File: src/rtl/degamma_lut_interp.sv
// Degamma curve engine: NK programmable knots, 3-stage linear interpolation pipeline.
// Optional knot readback port enabled by DEGAMMA_LUT_RDBACK_EN.
module degamma_lut_interp #(
  parameter int IN_BW  = 10,
  parameter int OUT_BW = 12,
  parameter int SEG_BW = 6
) (
  input  logic              clk,
  input  logic              rstn,
  input  logic              lut_reinit,
  output logic              init_done,
  input  logic              cfg_we,
  input  logic [SEG_BW:0]   cfg_addr,
  input  logic [OUT_BW-1:0] cfg_wdata,
`ifdef DEGAMMA_LUT_RDBACK_EN
  input  logic              cfg_re,
  output logic [OUT_BW-1:0] cfg_rdata,
`endif
  input  logic              pix_valid,
  output logic              pix_ready,
  input  logic [IN_BW-1:0]  pix_in,
  output logic              out_valid,
  input  logic              out_ready,
  output logic [OUT_BW-1:0] pix_out
);

  localparam int NK      = (1 << SEG_BW) + 1;
  localparam int FRAC_BW = IN_BW - SEG_BW;
  localparam int AW      = SEG_BW + 1;
  localparam int PW      = OUT_BW + FRAC_BW + 1;
  localparam int YW      = PW + 1;
  localparam logic signed [YW-1:0] RND  = YW'(2 ** (FRAC_BW - 1));
  localparam logic signed [YW-1:0] MAXV = YW'(2 ** OUT_BW - 1);

  typedef enum logic {S_INIT, S_RUN} state_t;

  function automatic logic [OUT_BW-1:0] ramp_knot(input logic [AW-1:0] k);
    logic [OUT_BW:0] s;
    s = (OUT_BW+1)'(k) << (OUT_BW - SEG_BW);
    if (s > (OUT_BW+1)'(2 ** OUT_BW - 1)) ramp_knot = '1;
    else                                 ramp_knot = s[OUT_BW-1:0];
  endfunction

  // Round half up via floor shift, then clamp to the output range.
  function automatic logic [OUT_BW-1:0] round_sat(input logic [OUT_BW-1:0] base,
                                                  input logic signed [PW-1:0] p);
    logic signed [YW-1:0] y;
    y = (YW'(p) + RND) >>> FRAC_BW;
    y = y + $signed(YW'({1'b0, base}));
    if (y < 0)         round_sat = '0;
    else if (y > MAXV) round_sat = '1;
    else               round_sat = y[OUT_BW-1:0];
  endfunction

  state_t            state_q, state_d;
  logic [AW-1:0]     cnt_q, cnt_d;
  logic [OUT_BW-1:0] knot_q [NK];
  logic              knot_we;
  logic [AW-1:0]     knot_waddr;
  logic [OUT_BW-1:0] knot_wdata;

  always_comb begin
    state_d    = state_q;
    cnt_d      = cnt_q;
    knot_we    = 1'b0;
    knot_waddr = cnt_q;
    knot_wdata = ramp_knot(cnt_q);
    case (state_q)
      S_INIT: begin
        knot_we = 1'b1;
        if (lut_reinit) begin
          cnt_d = '0;
        end else if (cnt_q == AW'(NK - 1)) begin
          state_d = S_RUN;
          cnt_d   = '0;
        end else begin
          cnt_d = cnt_q + 1'b1;
        end
      end
      S_RUN: begin
        if (lut_reinit) begin
          state_d = S_INIT;
          cnt_d   = '0;
        end else if (cfg_we && (cfg_addr < AW'(NK))) begin
          knot_we    = 1'b1;
          knot_waddr = cfg_addr;
          knot_wdata = cfg_wdata;
        end
      end
      default: state_d = S_INIT;
    endcase
  end

  always_ff @(posedge clk or negedge rstn) begin
    if (!rstn) begin
      state_q <= S_INIT;
      cnt_q   <= '0;
    end else begin
      state_q <= state_d;
      cnt_q   <= cnt_d;
    end
  end

  always_ff @(posedge clk or negedge rstn) begin
    if (!rstn) begin
      for (int i = 0; i < NK; i++) knot_q[i] <= '0;
    end else if (knot_we) begin
      knot_q[knot_waddr] <= knot_wdata;
    end
  end

  logic advance, accept;
  logic vld_p1_q, vld_p2_q, vld_p3_q;

  assign init_done = (state_q == S_RUN);
  assign advance   = ~vld_p3_q | out_ready;
  assign pix_ready = init_done & advance;
  assign accept    = pix_valid & pix_ready;
  assign out_valid = vld_p3_q;

  always_ff @(posedge clk or negedge rstn) begin
    if (!rstn) begin
      vld_p1_q <= 1'b0;
      vld_p2_q <= 1'b0;
      vld_p3_q <= 1'b0;
    end else if (lut_reinit) begin
      vld_p1_q <= 1'b0;
      vld_p2_q <= 1'b0;
      vld_p3_q <= 1'b0;
    end else if (advance) begin
      vld_p1_q <= accept;
      vld_p2_q <= vld_p1_q;
      vld_p3_q <= vld_p2_q;
    end
  end

  // Stage 1: knot lookup
  logic [AW-1:0]        idx_lo, idx_hi;
  logic [OUT_BW-1:0]    lo_p1_q, hi_p1_q, lo_p2_q;
  logic [FRAC_BW-1:0]   frac_p1_q;
  logic signed [OUT_BW:0] diff_p1;
  logic signed [PW-1:0] prod_p1, prod_p2_q;

  assign idx_lo = AW'(pix_in[IN_BW-1:FRAC_BW]);
  assign idx_hi = idx_lo + 1'b1;

  // Stage 2: slope times fraction
  assign diff_p1 = $signed({1'b0, hi_p1_q}) - $signed({1'b0, lo_p1_q});
  assign prod_p1 = PW'(diff_p1) * PW'($signed({1'b0, frac_p1_q}));

  always_ff @(posedge clk) begin
    if (advance) begin
      lo_p1_q   <= knot_q[idx_lo];
      hi_p1_q   <= knot_q[idx_hi];
      frac_p1_q <= pix_in[FRAC_BW-1:0];
      lo_p2_q   <= lo_p1_q;
      prod_p2_q <= prod_p1;
    end
  end

  // Stage 3: round, add base, clamp
  logic [OUT_BW-1:0] pix_out_q;

  always_ff @(posedge clk or negedge rstn) begin
    if (!rstn) begin
      pix_out_q <= '0;
    end else if (advance && vld_p2_q) begin
      pix_out_q <= round_sat(lo_p2_q, prod_p2_q);
    end
  end

  assign pix_out = pix_out_q;

`ifdef DEGAMMA_LUT_RDBACK_EN
  logic [OUT_BW-1:0] rdata_q;

  always_ff @(posedge clk or negedge rstn) begin
    if (!rstn) begin
      rdata_q <= '0;
    end else if (cfg_re) begin
      rdata_q <= (cfg_addr < AW'(NK)) ? knot_q[cfg_addr] : '0;
    end
  end

  assign cfg_rdata = rdata_q;
`endif

endmodule

File: config.mk
export PLATFORM = sky130hd
export DESIGN_NAME = degamma_lut_interp
export DESIGN_NICKNAME = d
export VERILOG_FILES = /design/src/rtl/degamma_lut_interp.sv
export SDC_FILE = /design/constraint.sdc
export NUM_CORES = 2
export LEC_CHECK = 0
export CAP_MARGIN = 10
export CORE_MARGIN = 5
export CORE_UTILIZATION = 55
export DETAILED_ROUTE_END_ITERATION = 6
export PLACE_DENSITY_LB_ADDON = 0.3
export SKIP_LAST_GASP = 1
export SLEW_MARGIN = 20
export SYNTH_ARGS = -nofsm -noshare
export SYNTH_HDL_FRONTEND = slang
export SYNTH_SLANG_ARGS = --single-unit
File: constraint.sdc
create_clock -name clk -period 5.7 [get_ports clk]
set_clock_uncertainty 0.2 [all_clocks]
set_input_delay 1.425 -clock clk [delete_from_list [all_inputs] [get_ports clk]]
set_output_delay 1.425 -clock clk [all_outputs]
set_load 0.005 [all_outputs]
==> impl_metrics.py <==
metrics = {
    "synthesis": {
        "ys_top_cells_by_count": "dfrtp_1, mux2_2, mux4_2, clkbuf_1, nand2_1",
        "synth.area.top_cells": "dfrtp_1, mux4_2, mux2_2, edfxtp_1, ha_1",
        "syn-instance-count": 3157,
        "post-synth-top-count-cell": "dfrtp_1",
        "avgSynthCellArea_um2": 15.2,
        "netlist_area_um2": 48000,
        "synth_cell_type_count": 69,
        "ys_ff_latch": 857,
        "yosysTopAreaCellShare_pct": 41.8,
        "yosysWarnings": 0,
        "syn_nets": 3277,
        "synth_ff_type": "dfrtp_1",
        "ys_seq_area_share_pct": 45.2,
        "synth-edff-count": 54,
        "async_reset_ff_share_pct": 93.7,
        "yosys.area.top_type": "dfrtp_1",
    },
    "sta": {
        "setup-tns-final_ps": 0,
        "min_period_ps": 5360,
        "timing.fmax_mhz": 187,
        "fin_crit_sh_pct": 94.0,
        "hold_viol": 0,
        "worstMarginPinSlew_ps": 1020,
        "relSlewSlack_pct": 31.9,
        "rsz0062_at_grt": "no",
        "setup_ws_ps": 341,
        "setup_viol": 0,
        "slew_violations": 0,
    },
    "grt": {
        "met1_usage_pct": 38.6,
        "antenna_found_initial": 8,
        "grt_pass1_wl_mm": 202,
        "use_met3_pct": 6.60,
        "grt_use_met2_pct": 45.5,
        "busiest_layer": "met2",
        "grt_overflow": 0,
        "track_usage_pct": 28.4,
        "grt_max_degree": 148,
        "grt_pass1_vias": 31700,
    },
    "worst_setup_path": {
        "reg2reg_from": "hi_p1_q[0]",
        "endpoint_kind": "flop",
        "critPathKind": "reg2reg",
        "critPathMaxFanout": 4,
        "arrival_ps": 5540,
        "critPathRequiredTime_ps": 5880,
        "timing.reg2reg.setup_slack_ps": 340,
        "critPathLaunchType": "flop",
        "r2r_end": "prod_p2_q[16]",
        "ff2ff_path_depth": 23,
        "crit_start": "hi_p1_q[0]",
        "crit_path_end": "prod_p2_q[16]",
    },
    "route": {
        "wire_per_inst_um": 30.2,
        "ant_nets": 0,
        "drt-total-wl_mm": 132,
        "firstDrtPassIters": 5,
        "drc": 0,
        "drtIter0Drc": 2809,
        "vias": 29700,
        "via_per_inst": 6.82,
    },
    "clocking": {
        "cts_tree": "yes",
        "cts_resized": 0,
        "clk_latency_ps": 650,
        "cts_hold_buf": 0,
        "numCtsBuffers": 91,
        "cts_root_buf": "clkbuf_16",
        "clk_pin_slew_ps": 60,
        "cts_setup_buffers": 0,
        "clockBufferDepth": 3,
        "cts.sinks": 857,
        "htreeDepth": 3,
    },
    "placed_design": {
        "post-place-ws_ps": 87.6,
        "dp_hpwl_mm": 82.8,
        "io_buffers": 49,
        "gp_congestion": 0.877,
    },
    "layout": {
        "syn_to_final_growth_pct": 10.9,
        "drive_gt1_share_pct": 51.0,
        "nets": 3255,
        "fillCellCount": 6259,
    },
    "floorplan": {
        "die-height_um": 306,
        "initial_utilization_pct": 55.4,
        "dieArea_um2": 93300,
        "die_w_um": 306,
        "num_rows": 108,
        "core_area_um2": 86800,
        "pin_count": 50,
    },
    "power_and_ir_drop": {
        "power_leakage_uw": 0.0239,
        "vdd_drop_max_v": 0.000205,
        "power_density_nw_per_um2": 267,
    },
    "hold_path": {
        "hp-class": "reg2reg",
    },
    "flow_run": {
        "drv_cap": 0,
    },
    "run_status": {
        "status": "complete, no violations",
    },
}
## cells by family (layout without fill, tap and decap cells)
kind of cell | Yosys count | count (layout) | synth area share, %
flops | 857 | 857 | 45.2
compound gates | 168 | 168 | 2.18
other cells | 0 | 2 | 0
xor+xnor | 45 | 45 | 0.821
buf+inv | 366 | 416 | 3.42
fa+ha+maj | 85 | 85 | 2.65
mux | 1299 | 1299 | 42.0
simple gates | 337 | 337 | 3.72
## cell usage in the layout (no fill, tap or decap), types with 9 or more instances in the layout
cell,Yosys,layout
a21oi_1,56,54
a22oi_1,9,9
and2_1,30,30
buf_12,0,20
buf_4,62,106
bufinv_16,0,15
clkbuf_16,0,95
clkbuf_8,0,21
clkdlybuf4s50_1,0,44
clkinv_2,0,17
dfrtp_1,803,803
edfxtp_1,54,54
fa_1,28,27
ha_1,57,56
inv_1,78,78
mux2_2,778,778
mux2i_1,19,19
mux4_2,492,492
nand2_1,93,88
nand2b_1,21,20
nand3_1,27,27
nand3_2,9,9
nor2_1,60,60
nor2_2,26,26
nor2b_1,13,13
nor3_1,13,12
nor3b_1,9,9
o21a_1,10,10
o21ai_0,42,41
xnor2_1,32,29
xor2_1,13,12
## worst max-delay path, cell delays in order (launching register included)
cell	delay [ps]
edfxtp_1	380
inv_1	70
ha_1	160
inv_1	60
fa_2	370
a211oi_2	230
nor2_1	100
o21a_1	170
nor2_1	170
xnor2_2	110
and2_1	170
ha_1	290
fa_1	480
inv_1	50
fa_1	490
inv_1	50
ha_1	310
or2_2	320
o311ai_0	100
a21oi_1	140
a311oi_2	280
a21oi_2	120
a31oi_1	170
xnor2_1	90
## state kept, by name, summed over array words and instances, names as in the netlist
register and flops:
pix_out 12, prod_p2_q 14, frac_p1_q 4, lo_p2_q 12, out_valid 1, knot_q 780, hi_p1_q 12, vld_p1_q 1
init_done 1, vld_p2_q 1, lo_p1_q 12, cnt_q 7
## through the flow
step                area, µm²  std cells  utilization (%)  power [µW]  hold slack [ps]
CTS                     53200       4362             61.3       14300              238
finish                  53300       4364             61.4       14200              226
global placement        49900       4196             57.5        7730              235
detailed placement      49900       4197             57.5        7770              233
global route            53300       4362             61.4       14700              245
floorplan               48000       3157                -        7280              226
## worst min-delay path by stage
stage	from	end	slack, ps	cells after the start
2_1_floorplan	lo_p1_q[10]	lo_p2_q[10]	230	0
3_3_place_gp	lo_p1_q[7]	lo_p2_q[7]	240	0
3_5_place_dp	lo_p1_q[9]	lo_p2_q[9]	230	0
4_1_cts	lo_p1_q[9]	lo_p2_q[9]	240	0
5_1_grt	lo_p1_q[9]	lo_p2_q[9]	240	0
6_report	lo_p1_q[9]	lo_p2_q[9]	230	0
## report_power, final
group / switching [µW] / internal, µW / total (µW)
sequential: 82.6 / 6230 / 6320
clock: 2560 / 3990 / 6550
combinational: 784 / 563 / 1350
total: 3430 / 10800 / 14200
## area by class of cell
type,instances,area (µm²),share of cell area (%)
multi-input cells,1934,24800,46.6
repair buffers,173,1680,3.16
diodes,2,5.00,0.00940
inverters,78,293,0.550
flip-flops and latches,857,21700,40.8
well taps,1155,1450,2.71
clock inverters,42,629,1.18
clock buffers,123,2690,5.05
## layer usage
layer | vias up | share of wire (%)
met5 | - | 0.026
met4 | 6 | 4.4
met2 | 1334 | 48
li1 | 12000 | -
met3 | 338 | 8.6
met1 | 16000 | 39
No activity file was read; power rests on OpenSTA's default activity.
